**src/rtl/instr_loader.sv**
```systemverilog
`default_nettype none
// ============================================================================
// Module   : instr_loader
// Purpose  : Boot loader turning a UART byte stream into instruction-memory
//            word writes; holds the core in reset until the image is loaded.
// Revision : 1.0 - initial release
// ============================================================================
module instr_loader #(
    parameter int DATA_WIDTH     = 32,
    parameter int ADDR_WIDTH     = 32,
    parameter int MEM_SIZE       = 512,
    parameter int CNT_WIDTH      = 16,
    parameter int TIMEOUT_CYCLES = 1000000
) (
    input  logic                  clk,
    input  logic                  reset,
    input  logic                  rx_valid,
    input  logic [7:0]            rx_byte,
    output logic                  wr_en,
    output logic [ADDR_WIDTH-1:0] wr_addr,
    output logic [DATA_WIDTH-1:0] wr_data,
    output logic                  cpu_reset,
    output logic                  load_done,
    output logic                  load_err
);

    localparam int TO_W = $clog2(TIMEOUT_CYCLES + 1);

    localparam logic [2:0] C_ST_HDR_LO = 3'd0;
    localparam logic [2:0] C_ST_HDR_HI = 3'd1;
    localparam logic [2:0] C_ST_DATA   = 3'd2;
    localparam logic [2:0] C_ST_DONE   = 3'd3;
    localparam logic [2:0] C_ST_ERR    = 3'd4;

    localparam logic [CNT_WIDTH-1:0] C_MEM_SIZE = CNT_WIDTH'(MEM_SIZE);
    localparam logic [TO_W-1:0]      C_TO_LAST  = TO_W'(TIMEOUT_CYCLES - 1);

    logic [2:0]            r_state;
    logic [CNT_WIDTH-1:0]  r_count;
    logic [CNT_WIDTH-1:0]  r_word_idx;
    logic [1:0]            r_byte_idx;
    logic [DATA_WIDTH-1:0] r_asm;
    logic [TO_W-1:0]       r_to_cnt;

    logic [CNT_WIDTH-1:0]  w_hdr_count;
    logic [CNT_WIDTH-1:0]  w_word_next;
    logic [DATA_WIDTH-1:0] w_word;

    assign w_hdr_count = CNT_WIDTH'({rx_byte, r_count[7:0]});
    assign w_word_next = r_word_idx + CNT_WIDTH'(1);
    // Bytes shift in from the top so the first byte ends up in [7:0].
    assign w_word      = {rx_byte, r_asm[DATA_WIDTH-1:8]};

    always_ff @(posedge clk) begin
        if (reset) begin
            r_state    <= C_ST_HDR_LO;
            r_count    <= '0;
            r_word_idx <= '0;
            r_byte_idx <= '0;
            r_asm      <= '0;
            r_to_cnt   <= '0;
            wr_en      <= 1'b0;
            wr_addr    <= '0;
            wr_data    <= '0;
            cpu_reset  <= 1'b1;
            load_done  <= 1'b0;
            load_err   <= 1'b0;
        end else begin
            wr_en <= 1'b0;
            case (r_state)
                C_ST_HDR_LO: begin
                    if (rx_valid) begin
                        r_count <= CNT_WIDTH'(rx_byte);
                        r_state <= C_ST_HDR_HI;
                    end
                end
                C_ST_HDR_HI: begin
                    if (rx_valid) begin
                        r_count    <= w_hdr_count;
                        r_word_idx <= '0;
                        r_byte_idx <= '0;
                        r_to_cnt   <= '0;
                        if (w_hdr_count == '0) begin
                            r_state   <= C_ST_DONE;
                            load_done <= 1'b1;
                            cpu_reset <= 1'b0;
                        end else if (w_hdr_count > C_MEM_SIZE) begin
                            r_state  <= C_ST_ERR;
                            load_err <= 1'b1;
                        end else begin
                            r_state <= C_ST_DATA;
                        end
                    end
                end
                C_ST_DATA: begin
                    if (rx_valid) begin
                        r_to_cnt   <= '0;
                        r_asm      <= w_word;
                        r_byte_idx <= r_byte_idx + 2'd1;
                        if (r_byte_idx == 2'd3) begin
                            wr_en      <= 1'b1;
                            wr_data    <= w_word;
                            wr_addr    <= ADDR_WIDTH'({r_word_idx, 2'b00});
                            r_word_idx <= w_word_next;
                            // DONE state releases the core one cycle after this pulse.
                            if (w_word_next == r_count) begin
                                r_state <= C_ST_DONE;
                            end
                        end
                    end else if (r_to_cnt == C_TO_LAST) begin
                        r_state  <= C_ST_ERR;
                        load_err <= 1'b1;
                    end else begin
                        r_to_cnt <= r_to_cnt + TO_W'(1);
                    end
                end
                C_ST_DONE: begin
                    load_done <= 1'b1;
                    cpu_reset <= 1'b0;
                end
                C_ST_ERR: begin
                    load_err  <= 1'b1;
                    cpu_reset <= 1'b1;
                end
                default: begin
                    r_state <= C_ST_HDR_LO;
                end
            endcase
        end
    end

endmodule
`default_nettype wire

```
**config.mk**
```make
export PLATFORM = sky130hd
export DESIGN_NAME = instr_loader
export DESIGN_NICKNAME = d
export VERILOG_FILES = /design/src/rtl/instr_loader.sv
export SDC_FILE = /design/constraint.sdc
export NUM_CORES = 1
export LEC_CHECK = 0
export ABC_AREA = 1
export CORE_MARGIN = 2
export CORE_UTILIZATION = 45
export CTS_CLUSTER_DIAMETER = 50
export CTS_CLUSTER_SIZE = 8
export DETAILED_ROUTE_END_ITERATION = 10
export MAX_ROUTING_LAYER = met4
export PLACE_DENSITY = 0.77
export SLEW_MARGIN = 20
export SYNTH_ARGS = -nofsm -noshare
export SYNTH_HDL_FRONTEND = slang
export SYNTH_SLANG_ARGS = --single-unit
```
**constraint.sdc**
```tcl
create_clock -name clk -period 2.12 [get_ports clk]
set_input_delay 0.424 -clock clk [delete_from_list [all_inputs] [get_ports clk]]
set_output_delay 0.424 -clock clk [all_outputs]
set_load 0.03 [all_outputs]
```
==> run_results.csv <==
group,metric,value,unit
outcome,status,"complete, no violations",
power_and_ir_drop,power,0.007155,W
global_route,met3_usage,4.646,%
clock_tree,cts_num_sinks,133,
sta,min_period,2.011,ns
finish,drive_gt1_share,12.86,%
logic_synthesis,ys_ff_latch,133,
worst_hold_path,min_path_cells,4,
setup_path,rrSetupSlack,0.11,ns
power_and_ir_drop,p_leak,2.966,nW
worst_hold_path,hold-path-endpoint,"wr_data[30]$_SDFFE_PP0P_",
sta,hold_viol,0,
placed_design,port_buffers,62,
global_route,grt_util_met2,33.55,%
floorplan,start_util,45.46,%
floorplan,die_h,119.0,um
floorplan,dieArea,0.01415,sq mm
drt,drtPass1Iterations,5,
finish,ff_latch_area,0.002670,sq mm
floorplan,die_w,119.0,um
setup_path,end_kind,"register",
drt,num_vias,5774,
setup_path,r2r_cells,14,
drt,antenna_left,0,
global_route,grt-ovfl-total,0,
global_route,met1_usage,29.76,%
global_route,grt_pass1_wl,24.99,mm
setup_path,crit-reg2reg-launch,"r_to_cnt[0]$_SDFFE_PP0P_",
clock_tree,cts-hold-fix-buffers,0,
logic_synthesis,netlist_instances,830,
logic_synthesis,synth.distinct_cells,34,
clock_tree,cts_root_buf,"clkbuf_16",
finish,nets,934,
setup_path,start_kind,"register",
floorplan,core-area,0.01309,sq mm
clock_tree,clockBufferDepth,2,
clock_tree,numCtsBuffers,17,
finish,final_util,57.78,%
clock_tree,h-tree-depth,4,
logic_synthesis,netlist_area,0.005948,sq mm
drt,vias_per_cell,5.206,
logic_synthesis,synth-warning-count,0,
sta,fin_skew,0.009886,ns
setup_path,worstSetupPathType,"register to register",
finish,multi_input_area,0.002840,sq mm
power_and_ir_drop,powerDensity,946.3,mW/mm^2
finish,layout.cells.most_common,"nand2_1",
logic_synthesis,seq_area_frac_synth,44.76,%
logic_synthesis,synth_top_area_cell,"dfxtp_1",
placed_design,post-dp-hpwl,10.29,mm
sta,setup_violations,0,
global_route,grtUsageTotal,22.39,%
clock_tree,clk_pin_slew_worst_paths,0.06,ns
setup_path,arrival,2.31,ns
global_route,grt_max_degree,64,
floorplan,core.rowCount,42,
drt,drc,0,
floorplan,io_pins,79,
worst_hold_path,hold_path.class,"input port to register",
sta,drv_slew,0,
global_route,grt_pass1_vias,5223,
worst_hold_path,hp-start,"reset",
drt,wl_per_cell,13.71,um
run,max_cap_viol_count,0,
finish,final_cell_mix,"nand2_1, dfxtp_1, a21oi_1, nor2_1, o21ai_0",
power_and_ir_drop,peakVddDrop,499.8,uV
drt,drt-total-wl,15.21,mm
finish,nFillCells,1185,
logic_synthesis,yosys-top-cells-area,"dfxtp_1, nand2_1, a21oi_1",
global_route,antenna_found_initial,0,
setup_path,critPathRequiredTime,2.42,ns
logic_synthesis,synth.top_cell.area_share,44.76,%
setup_path,timing.rr.end,"r_to_cnt[13]$_SDFFE_PP0P_",
setup_path,cp_max_fo,9,
logic_synthesis,ys.flop_type,"dfxtp_1",
finish,diodes,0,
clock_tree,tritoncts,"done",
clock_tree,clk_latency,0.42,ns
logic_synthesis,synth_edf_count,0,
global_route,gr-max-usage-layer,"met2",
finish,area_delta_synth_final,27.11,%
sta,post-route-period-util,94.84,%
logic_synthesis,synth-async-reset-ratio,0,%
placed_design,place.gp.congestion,0.9419,
drt,drt-initial-drc-count,442,
sta,max_freq,497.4,MHz
logic_synthesis,synth_area_per_cell,7.167,sq um
==> worst max-delay path by stage <==
stage | from | to | slack [ns] | cells after the start
after floorplan | r_word_idx[0]$_SDFFE_PP0P_ | r_state[0]$_SDFFE_PP0P_ | 0.33 | 14
after global placement | rx_valid | r_to_cnt[12]$_SDFFE_PP0P_ | 0.02 | 12
after detailed placement | rx_valid | r_to_cnt[12]$_SDFFE_PP0P_ | -0.02 | 12
after CTS | r_word_idx[0]$_SDFFE_PP0P_ | r_state[1]$_SDFFE_PP0P_ | 0.07 | 14
after global routing | r_to_cnt[0]$_SDFFE_PP0P_ | r_to_cnt[13]$_SDFFE_PP0P_ | -0.04 | 14
final | r_to_cnt[0]$_SDFFE_PP0P_ | r_to_cnt[13]$_SDFFE_PP0P_ | 0.11 | 14
==> through the flow <==
| stage | TNS (ns) | instances | setup slack (ns) | instance area, sq um | hold WS [ns] |
|---|---|---|---|---|---|
| after floorplan | 0 | 845 | 0.3325 | 6005 | 0.4327 |
| after global placement | 0 | 1074 | 0.02325 | 6905 | 0.4509 |
| after detailed placement | -0.01780 | 1074 | -0.01780 | 6905 | 0.4566 |
| after CTS | 0 | 1106 | 0.06659 | 7487 | 0.4222 |
| after global routing | -0.07262 | 1109 | -0.04076 | 7561 | 0.4426 |
| final | 0 | 1109 | 0.1095 | 7561 | 0.4323 |
==> synthesized netlist by cell type, types with 3 or more instances <==
cell      number
nor3_1        11
buf_2          7
clkbuf_1      23
dfxtp_1      133
nor2_1        90
a211oi_1       9
xor2_1         5
nand2_2        5
nand4_1       17
ha_1           3
o21ai_0       78
inv_1         68
nand2_1      171
nand3_1       69
nor2_4         4
a21oi_1       86
buf_4         16
inv_2          7
nor4_1         6
a31oi_1        3
==> routing by layer <==
layer	part of all wire (%)	up-vias	routed length, um
met1	47	2650	7114
met2	46	196	6981
li1	-	2903	-
met4	2.0	0	301
met3	5.3	25	809
met5	0	-	0
==> logic make-up (layout without fill, tap and decap cells) <==
| group | count (synthesis) | count (layout) | synth area share [%] |
|---|---|---|---|
| AOI/OAI and AO/OA | 180 | 180 | 15.86 |
| xor gates and xnor gates | 6 | 6 | 1.115 |
| adders and majority gates | 3 | 3 | 0.6311 |
| other | 1 | 16 | 0.06304 |
| DFF | 133 | 133 | 44.76 |
| buffers and inverters | 124 | 212 | 9.108 |
| and+or+nand+nor | 383 | 383 | 28.46 |
==> repair_timing <==
| item | CTS | global route |
|---|---|---|
| setup buffers | 0 | 3 |
| resized for setup | 0 | 23 |
| endpoints found under the setup margin | 0 | 5 |
==> worst max-delay path: stages, from the launching register on <==
cell     delay (ns)
dfxtp_1        0.37
ha_2           0.21
nand2_1        0.05
inv_1          0.08
nand3_1        0.09
inv_1          0.11
nand4_1        0.16
nand2_2        0.16
nand2_2        0.10
buf_4          0.15
inv_2          0.05
buf_4          0.16
nor2_1         0.05
nor2_1         0.08
nor3_1         0.05
==> power breakdown <==
part / internal, W / total, W / switching, W
clock network: 0.00166 / 0.00290 / 0.00124
logic: 0.000509 / 0.00140 / 0.000888
registers: 0.00271 / 0.00286 / 0.000145
==> flip-flops by register name (all words and copies together), names as in the netlist, 2 cells and up <==
name,count
wr_data,32
r_asm,24
r_to_cnt,20
r_count,16
r_word_idx,16
wr_addr,16
r_state,3
r_byte_idx,2
==> layout make-up <==
| type | count | area share, % |
|---|---|---|
| Inverter | 75 | 3.723 |
| Multi-Input combinational cell | 588 | 37.56 |
| Tap cell | 176 | 2.912 |
| Clock inverter | 15 | 2.069 |
| Sequential cell | 133 | 35.31 |
| Clock buffer | 17 | 5.626 |
| Timing Repair Buffer | 105 | 12.79 |
(Power assumes the default switching activity.)
